===== src/rtl/subtractor_pkg.sv =====
// Shared types and defaults for the bit-serial subtractor.
// State encoding for the start/busy/done handshake FSM.
package subtractor_pkg;

  typedef enum logic [1:0] {IDLE, BUSY, DONE} sub_state_t;

  localparam int DEFAULT_NUM_BITS = 16;

endpackage


===== src/rtl/full_subtractor_1bit.sv =====
// Single-bit full subtractor: diff = a - b - borrow_in, purely combinational.
// Zero latency; no handshake.
module full_subtractor_1bit (
  input  logic a,
  input  logic b,
  input  logic borrow_in,
  output logic diff,
  output logic borrow_out
);

  assign diff       = a ^ b ^ borrow_in;
  assign borrow_out = (~a & b) | (~(a ^ b) & borrow_in);

endmodule


===== src/rtl/serial_subtractor_16bit.sv =====
// Bit-serial a - b - borrow_in, LSB first; NUM_BITS edges from accepted start to done.
// start is ignored while busy; results are held until the next completion.
module serial_subtractor_16bit
  import subtractor_pkg::*;
#(
  parameter int NUM_BITS = DEFAULT_NUM_BITS
) (
  input  logic                clk,
  input  logic                n_rst,
  input  logic                start,
  input  logic [NUM_BITS-1:0] a,
  input  logic [NUM_BITS-1:0] b,
  input  logic                borrow_in,
  output logic                busy,
  output logic                done,
  output logic [NUM_BITS-1:0] diff,
  output logic                underflow
);

  localparam int CW = (NUM_BITS > 1) ? $clog2(NUM_BITS) : 1;
  localparam logic [CW-1:0] LAST = CW'(NUM_BITS - 1);

  sub_state_t          state_q, state_d;
  logic [CW-1:0]       cnt_q, cnt_d;
  logic [NUM_BITS-1:0] a_sr_q, a_sr_d;
  logic [NUM_BITS-1:0] b_sr_q, b_sr_d;
  logic [NUM_BITS-1:0] res_q, res_d;
  logic                br_q, br_d;
  logic [NUM_BITS-1:0] diff_q, diff_d;
  logic                uf_q, uf_d;

  logic                bit_diff;
  logic                bit_borrow;
  logic [NUM_BITS-1:0] res_shifted;

  full_subtractor_1bit u_fs (
    .a          (a_sr_q[0]),
    .b          (b_sr_q[0]),
    .borrow_in  (br_q),
    .diff       (bit_diff),
    .borrow_out (bit_borrow)
  );

  // Each new bit enters at the MSB so after NUM_BITS shifts bit 0 sits at the LSB.
  assign res_shifted = {bit_diff, res_q[NUM_BITS-1:1]};

  always_comb begin
    state_d = state_q;
    cnt_d   = cnt_q;
    a_sr_d  = a_sr_q;
    b_sr_d  = b_sr_q;
    res_d   = res_q;
    br_d    = br_q;
    diff_d  = diff_q;
    uf_d    = uf_q;

    case (state_q)
      IDLE, DONE: begin
        if (start) begin
          a_sr_d  = a;
          b_sr_d  = b;
          br_d    = borrow_in;
          cnt_d   = '0;
          state_d = BUSY;
        end else begin
          state_d = IDLE;
        end
      end
      BUSY: begin
        res_d  = res_shifted;
        a_sr_d = a_sr_q >> 1;
        b_sr_d = b_sr_q >> 1;
        br_d   = bit_borrow;
        cnt_d  = cnt_q + 1'b1;
        if (cnt_q == LAST) begin
          diff_d  = res_shifted;
          uf_d    = bit_borrow;
          cnt_d   = '0;
          state_d = DONE;
        end
      end
      default: state_d = IDLE;
    endcase
  end

  always_ff @(posedge clk or negedge n_rst) begin
    if (!n_rst) begin
      state_q <= IDLE;
      cnt_q   <= '0;
      a_sr_q  <= '0;
      b_sr_q  <= '0;
      res_q   <= '0;
      br_q    <= 1'b0;
      diff_q  <= '0;
      uf_q    <= 1'b0;
    end else begin
      state_q <= state_d;
      cnt_q   <= cnt_d;
      a_sr_q  <= a_sr_d;
      b_sr_q  <= b_sr_d;
      res_q   <= res_d;
      br_q    <= br_d;
      diff_q  <= diff_d;
      uf_q    <= uf_d;
    end
  end

  assign busy      = (state_q == BUSY);
  assign done      = (state_q == DONE);
  assign diff      = diff_q;
  assign underflow = uf_q;

endmodule

===== config.mk =====
export PLATFORM = sky130hd
export DESIGN_NAME = serial_subtractor_16bit
export DESIGN_NICKNAME = d
export VERILOG_FILES = /design/src/rtl/subtractor_pkg.sv /design/src/rtl/full_subtractor_1bit.sv /design/src/rtl/serial_subtractor_16bit.sv
export SDC_FILE = /design/constraint.sdc
export NUM_CORES = 1
export LEC_CHECK = 0
export ABC_AREA = 1
export CAP_MARGIN = 10
export CORE_ASPECT_RATIO = 1.75
export CORE_MARGIN = 2
export CORE_UTILIZATION = 47
export DETAILED_ROUTE_END_ITERATION = 10
export GPL_TIMING_DRIVEN = 0
export PLACE_DENSITY = 0.75
export SYNTH_ARGS = -nofsm -noshare
export SYNTH_HDL_FRONTEND = slang
export SYNTH_SLANG_ARGS = --single-unit

===== constraint.sdc =====
create_clock -name clk -period 1.17 [get_ports clk]
set_input_delay 0.234 -clock clk [delete_from_list [all_inputs] [get_ports clk]]
set_output_delay 0.234 -clock clk [all_outputs]
set_load 0.02 [all_outputs]

[Word level (Yosys, flattened, before mapping)]
Index checks and enable logic that the tools add are counted.
Storage, ports and cells
  register bits: 72
  input bits: 36
  RAM bits: 0
  ROM bits: 0
  output and inout bits: 19
  memories: 0
  bits in latches: 0
Operators by class
  add/sub/neg operators: 1
  eq/ne operators: 5
  divide/modulo/power cells: 0
  $lt $le $gt $ge: 0
  reductions and logical operators: 5
  $mul: 0
  bitwise operators: 7
  multiplexer cells: 12
  shift-type cells: 0
Operator list (number)
  one-hot mux 16 bit (2 select lines): 2
  2-to-1 mux 16 bit: 2
  2-to-1 mux 4 bit: 2
  one-hot mux 4 bit (2 select lines): 1
  adder 4 x 1 -> 4 bit (second input constant): 1
  equality test 4 bit (second input constant): 1
  one-hot mux 2 bit (2 select lines): 1
  AND reduction 2 bit: 2
  bitwise AND 1 bit: 2
  equality test 2 x 1 -> 1 bit (second input constant): 1
  equality test 2 bit (second input constant): 1
  zero test 2 bit: 1
  2-to-1 mux 1 bit: 2
  2-to-1 mux 2 bit: 1
  inequality test 2 x 1 -> 1 bit (second input constant): 1
  inequality test 2 bit (second input constant): 1
  inverter 1 bit: 2
  one-hot mux 1 bit (2 select lines): 1
  nonzero test 2 bit: 1
  OR reduction 2 bit: 1
  XOR 1 bit: 2
  OR 1 bit: 1

[Depth between registers and ports, before layout]
Gate-level depths: netlist (run 1).
  word-level depth: 5
  gate-level depth with buffers: 7
  mapped depth without buffers: 6

[Modules after synthesis]
From an unflattened synthesis (run 1), not the netlist that was laid out.
Unflattened totals
  cells, all modules: 402
  area total of the unflattened synthesis: 3186.8 sq um
By module, submodules not included
  serial_subtractor_16bit: instances 1, seq. area each 1776.7 sq um, cells an instance 398, area an instance 3155.5 sq um
  full_subtractor_1bit: instances 1, seq. area each 0.0 sq um, cells an instance 4, area an instance 31.3 sq um

[Worst setup path after synthesis (run 1)]
Ideal clock, no wire load.
  path kind: register to register
  start: reg cnt_q[0]
  end: reg diff_q[10], in the netlist diff[10]
  setup slack: -57 ps
  setup time: 123 ps
  cell stages (with the launch flop): 6
  required time: 1047 ps
  arrival time: 1104 ps
  path through: dfrtp_1 ha_1 nand3_4 clkbuf_1 o21ai_0 nand2_1
On the way
  word-level cells in the longest chain between the ends: 2
Ends and longest elaborated chain
  from (decl): RTL line serial_subtractor_16bit.sv:24  | logic [CW-1:0] cnt_q, cnt_d;
  from (signal assigned): RTL line serial_subtractor_16bit.sv:98  | cnt_q <= cnt_d;
  equality test 4 bit: RTL line serial_subtractor_16bit.sv:75  | if (cnt_q == LAST) begin
  AND reduction 2 bit (no source line)
  to (signal assigned): RTL line serial_subtractor_16bit.sv:103  | diff_q <= diff_d;
  to (decl): RTL line serial_subtractor_16bit.sv:29  | logic [NUM_BITS-1:0] diff_q, diff_d;
Every way passes these cells.
A chain may end at the register's enable or synchronous reset.

[Worst setup path in the final report (run 1)]
  start: reg state_q[0]
  end: out busy
On the way
  word-level cells in the longest chain between the ends: 1
Ends and longest elaborated chain
  from (decl): RTL line serial_subtractor_16bit.sv:23  | sub_state_t state_q, state_d;
  from (signal assigned): RTL line serial_subtractor_16bit.sv:97  | state_q <= state_d;
  equality test 2 x 1 -> 1 bit: RTL line serial_subtractor_16bit.sv:108  | assign busy = (state_q == BUSY);
  to (decl): RTL line serial_subtractor_16bit.sv:14  | output logic busy,
Every way passes these cells.

==> results of run 1 <==
-- placed cells by master (no fill, tap or decap), types with 2 or more instances in the layout --
cell,n
nand2_4,4
nand2_1,129
inv_2,3
o21ai_2,2
clkdlybuf4s50_1,34
clkbuf_4,4
nand3_1,6
o21ai_1,44
inv_1,40
o21ai_0,19
buf_2,17
dfrtp_2,2
nand2_2,22
nor2_4,3
nor2_1,29
clkbuf_16,11
buf_8,5
dfrtp_1,69
clkbuf_1,2
nand2_8,2
clkbuf_8,4
buf_4,13
buf_6,17
-- worst max-delay path, delay by kind of cell, from the launching register on --
kind / cells / cell delay [ns]
and+or+nand+nor: 1 / 0.04
DFF: 1 / 0.39
buffers and inverters: 4 / 0.42
-- state kept, by name (all words and copies together) (netlist names) --
register,flops
underflow,1
state_q,2
a_sr_q,16
res_q,15
b_sr_q,16
br_q,1
cnt_q,4
diff,16
-- final cells by class --
type                    instances  area share
inverters                      45      0.0396
repair buffers                 75       0.146
clock buffers                  13      0.0576
clock inverters                 1     0.00111
well taps                      82      0.0227
flip-flops and latches         71       0.394
plain buffers                  19      0.0523
multi-input cells             266       0.287
-- path summary, 6_finish.rpt --
check | to | depth (start not counted)
max reg2reg | diff[12] | 6
min | diff[10] | 1
min in group clk | diff[5] | 2
max in group asynchronous | cnt_q[0] | 1
max | busy | 5
min reg2reg | diff[5] | 2
-- cell families (layout without fill, tap and decap cells) --
group / after synthesis / after routing / share of synthesized area
buffers and inverters: 64 / 153 / 0.0878
AOI/OAI and AO/OA: 65 / 65 / 0.101
adders and majority gates: 2 / 2 / 0.0101
DFF: 71 / 71 / 0.554
xor gates and xnor gates: 1 / 1 / 0.00273
and+or+nand+nor: 197 / 198 / 0.244
-- power by group --
part           internal, mW  switching [mW]
sequential             3.59           0.710
combinational          2.45            3.21
clock                  1.52           0.979
total                  7.56            4.90
-- what timing repair did --
action	4_1_cts	5_1_grt
resized for setup	141	46
cloned	3	2
setup endpoints to repair	89	71
setup buffers	12	5
pin swaps	10	6
-- stage by stage --
step	setup TNS (ns)	hold slack, ns	setup WS, ns
floorplan	0	-0.0616	0.00899
global placement	-194.25	0.459	-2.51
detailed placement	-17.32	0.409	-0.767
CTS	-2.98	0.0611	-0.254
global route	-6.68	0.108	-0.276
finish	-3.34	0.0149	-0.259
-- routing by layer --
| layer | wire (microns) | GRT usage | up-vias |
|---|---|---|---|
| met2 | 4260 | 0.399 | 75 |
| met1 | 2910 | 0.246 | 1391 |
| li1 | - | - | 1402 |
| met5 | 0 | 0 | - |
| met4 | 238 | 0.121 | 0 |
| met3 | 266 | 0.0239 | 19 |
==> summary.md, run 1 <==
| Metric | Value |
|---|---|
| Synth Area per Inst | between 8 and 9 sq um |
| Initial Util | 0.487 |
| Final WS setup | -0.259 ns |
| Power Dens Cells | 2760 mW/mm^2 |
| # diodes | 0 |
| Initial DRC Count | approximately 200 |
| Failing checks | setup timing |
| Max IR drop VDD | about 1.4 mV |
| P&R area growth vs syn | 40.9% |
| Mapped Area | ~0.0032 sq mm |
| Crit path launch | state_q[0] |
| Seq/Total Area, Yosys | 0.554 |
| Pin count of the biggest net entering global routing | 72 |
| Clk_skew | ~0.0064 ns |
| CP required | ~0.94 ns |
| Mapped Cells | 400 |
| Fmax | approximately 700 MHz |
| Setup crit end kind | primary output |
| Slowest stage delay, CP | 0.39 ns |
| Num CTS Buffers | 9 |
| Most frequent cell after synthesis | nand2_1 |
| Worst-skew pair later-pin latency | 0.34 ns |
| Nets | between 500 and 600 |
| Post-synthesis async set-or-reset flop share | 1.00 |
| Clock slew at reported path FFs | ~0.050 ns |
| Final Setup Violations | 52 |
| Initial antenna violation count | 0 |
| Max transition margin | 0.406 |
| Core area | around 0.0066 sq mm |
| Worst-path cell chain | inv_2 > nor2_4 > buf_6 > buf_8 > buf_6 |
| Num rows | 39 |
| Synth area leaders | dfrtp_1, nand2_1, o21ai_0 |
| WP data arrival | 1.19 ns |
| GR Util All Layers | 0.222 |
| Leak | around 2.3 nW |
| Area share of the largest cell type after synthesis | 0.554 |
| Placed Cells | ~540 |
| Clock Path Buffers | 2 |
| Hold Fails Final Rpt | 0 |
| I/O Buffers | 54 |
| Hold-fix buffers, CTS | 0 |
| First drt pass iteration count | 4 |
| R2r setup slk | -0.10 ns |
| HP Class | in -> async |
| Register Area | 0.00178 sq mm |
| Die Ht | 113 microns |
| Crit path max-delay cell type | dfrtp_1 |
| Startpoint types | flip-flop |
| Hpwl dp | 4620 microns |
| EDFF count, synth | 0 |
| Net Count, Synth | around 440 |
| Synth area leader | dfrtp_1 |
| Placer Congestion | a little under 0.8 |
| Die W | between 60 and 70 microns |
| Final core area utilization | 0.686 |
| Layout filler cell count | between 500 and 600 |
| Total power | 12.5 mW |
| CTS HTree Levels | 3 |
| CP max FO | 2 |
| DRT Wirelength | roughly 7700 microns |
| I/O pin count | 55 |
| Post-DRT Antenna Nets | 0 |
| First-pass GRT wire length | ~13000 microns |
| Fin. max-slew vios | 0 |
| Placed cell area | 0.00386 sq mm |
| Critical path class | reg -> out |
| Non-Filler Instances | around 570 |
| RSZ-0062 raised after global routing | true |
| Unique masters post-synth | 20 |
| Grt total ovfl | 0 |
| Via count | 2887 |
| Tightest Pin Transition | 0.891 ns |
| Die area | ~0.0075 sq mm |
| Status | finished with violations |
| Share of layout cells above drive strength 1 | 0.235 |
| Via/cell ratio | slightly above 5 |
| FF+latch count, synth | between 70 and 80 |
| Area of the multi-input gates | roughly 0.0013 sq mm |
| Residual DRC count | 0 |
| CTS tree | built |
| Fin crit period | between 1 and 1.5 ns |
| Top post-synthesis cells by count | nand2_1, dfrtp_1, inv_1 |
| Max-Cap Viols | 0 |
| Routed len/inst | about 13 microns |
| Number of global-route vias before repair | approximately 2800 |
| Clk Tree Root Cell | clkbuf_16 |
| Tcrit/Tclk final | 1.22 |
| Worst path most repeated cell | buf_6 |
| Synthesis Warnings | 0 |
| Main synth FF type | dfrtp_1 |
| Sink Count | 71 |
| Reg-to-Reg Start | cnt_q[0] |
| Post-Layout Inst Area | around 0.0045 sq mm |
Note: power is estimated with default switching activity, not from simulation.
==> inputs of run 2 (changes only) <==
ABC_AREA = 0   (was 1)
clock period = 1.3 ns   (was 1.17 ns; I/O delays follow)
==> run 2 against run 1 <==
- the flow still finishes with violations (setup timing)
- area after synthesis shrank 5.0%
- critical path depth fell by 1
- synthesized cell count shrank 25%
- hold slack lost 0.0027 ns
- clock power is 30% lower
==> summary.md, run 2 <==
| Metric | Value |
|---|---|
| Core area | between 0.006 and 0.007 sq mm |
| First drt pass iteration count | 4 |
| Grt total ovfl | 0 |
| P&R area growth vs syn | 40.7% |
| Mapped Cells | a little over 300 |
| GR Util All Layers | 0.197 |
| Pin count of the biggest net entering global routing | 72 |
| Die W | 64.9 microns |
| Residual DRC count | 0 |
| Initial DRC Count | about 150 |
| Power Dens Cells | ~2400 mW/mm^2 |
| Share of layout cells above drive strength 1 | 0.332 |
| CTS tree | built |
| Non-Filler Instances | between 400 and 500 |
| Max-Cap Viols | 0 |
| Worst-skew pair later-pin latency | around 0.34 ns |
| Unique masters post-synth | 29 |
| Critical path class | reg -> out |
| Net Count, Synth | 340 |
| Most common cell after layout, fill and taps aside | nand2_1 |
| Initial Util | 0.489 |
| Routed len/inst | between 10 and 15 microns |
| Synth area leader | dfrtp_1 |
| Clock slew at reported path FFs | about 0.080 ns |
| Tcrit/Tclk final | 1.12 |
| Hpwl dp | 4300 microns |
| Clk_skew | approximately 0.0064 ns |
| Post-Layout Inst Area | 0.00429 sq mm |
| Initial antenna violation count | 0 |
| Clk Tree Root Cell | clkbuf_8 |
| Area share of the largest cell type after synthesis | 0.583 |
| Layout filler cell count | 462 |
| HP Class | in -> async |
| I/O Buffers | 54 |
| Fin crit period | around 1.5 ns |
| Final WS setup | -0.155 ns |
| Post-synthesis async set-or-reset flop share | 1.00 |
| WP data arrival | roughly 1.2 ns |
| Synth area leaders | dfrtp_1, nand2_1, a31oi_1 |
| First-pass GRT wire length | approximately 11000 microns |
| Main synth FF type | dfrtp_1 |
| Leak | around 2.0 nW |
| RSZ-0062 raised after global routing | true |
| Most frequent cells in the layout | nand2_1, dfrtp_1, clkdlybuf4s50_1 |
| Max IR drop VDD | approximately 1.1 mV |
| Placed Cells | between 400 and 500 |
| Clock Path Buffers | 2 |
| FF+latch count, synth | 71 |
| Mapped Area | about 0.0030 sq mm |
| Failing checks | setup timing |
| Via/cell ratio | between 5 and 6 |
| Synthesis Warnings | 0 |
| Num CTS Buffers | 9 |
| Synth Area per Inst | just over 10 sq um |
| Setup crit end kind | primary output |
| Number of global-route vias before repair | around 2400 |
| Sink Count | 71 |
| Max transition margin | 0.413 |
| # diodes | 0 |
| DRT Wirelength | roughly 7000 microns |
| Startpoint types | flip-flop |
| Fin. max-slew vios | 0 |
| Via count | 2466 |
| Most frequent cell after synthesis | nand2_1 |
| Fmax | slightly below 700 MHz |
| Num rows | 38 |
| Die Ht | 111 microns |
| Status | finished with violations |
| Seq/Total Area, Yosys | 0.583 |
| Die area | approximately 0.0072 sq mm |
| Top post-synthesis cells by count | nand2_1, dfrtp_1, nor2_1 |
| CP max FO | 4 |
| Tightest Pin Transition | between 0.8 and 0.9 ns |
| Post-DRT Antenna Nets | 0 |
| CTS HTree Levels | 3 |
| Final Setup Violations | 33 |
| Placer Congestion | 0.782 |
| EDFF count, synth | 0 |
| I/O pin count | 55 |
| CP required | ~1.0 ns |
| Nets | about 420 |
| Placed cell area | approximately 0.0037 sq mm |
| Hold Fails Final Rpt | 0 |
run 2: kinds of logic (layout without fill, tap and decap cells):
group                    Yosys count  in the layout  share of synthesized area
AO/OA/AOI/OAI                     41             41                     0.0883
multiplexers                      17             17                     0.0739
buffers and inverters             23            110                     0.0480
flip-flops                        71             71                      0.583
AND/OR/NAND/NOR                  148            148                      0.196
adder cells (fa/ha/maj)            2              2                     0.0107
run 2: area by class of cell:
cell class	count	area, sq um	area share
Sequential cell	71	1780	0.415
Multi-Input combinational cell	208	1310	0.305
Timing Repair Buffer	72	673	0.157
Buffer	18	209	0.0487
Clock buffer	10	138	0.0321
Tap cell	80	100	0.0233
Clock inverter	6	60.1	0.0140
Inverter	4	22.5	0.00525
run 2: metrics by stage:
stage	utilization	hold slack [ns]	worst slack, ns	power [mW]	setup TNS (ns)
2_1_floorplan	-	-0.0356	-0.121	6.33	-1.21
3_3_place_gp	0.595	0.454	-2.38	7.42	-181.78
3_5_place_dp	0.595	0.432	-0.570	7.58	-14.29
4_1_cts	0.645	0.0567	-0.215	9.55	-2.26
5_1_grt	0.689	0.107	-0.185	10.9	-4.43
6_report	0.689	0.0121	-0.155	10.1	-2.26
run 2: metal layers:
layer,share of wire,global-route usage
met5,0,0
met4,0.017,0.0979
met3,0.039,0.0356
met2,0.55,0.320
met1,0.39,0.249
run 2: timing repair:
item / CTS / global route
resized for setup: 63 / 87
cloned: 0 / 4
setup endpoints to repair: 55 / 78
pin swaps: 3 / 55
hold buffers: 0 / 0
setup buffers: 6 / 9
run 2: final timing paths:
path	start	to	slack, ns	depth (start not counted)
max	state_q[0]	busy	-0.16	4
min	n_rst	diff[11]	0.01	1
max reg2reg	state_q[1]	diff[13]	-0.14	5
min reg2reg	res_q[1]	res_q[1]	0.50	2
max in group asynchronous	n_rst	state_q[0]	0.65	1
min in group clk	b[6]	b_sr_q[6]	0.50	3
run 2: power breakdown:
part	internal, mW	switching (mW)
combinational	2.18	2.37
clock	0.927	0.821
sequential	3.20	0.640
total	6.31	3.83
run 2: critical path: stages, from the launching register on:
cell      delay, ns
dfrtp_2        0.44
nand2b_4       0.13
inv_8          0.05
buf_8          0.11
buf_6          0.12
==> inputs of run 3 (changes only) <==
HOLD_SLACK_MARGIN = 0.02   (was unset)
==> results of run 3 <==
Same layout as run 2: the final DEF is identical, and so are final timing and power.
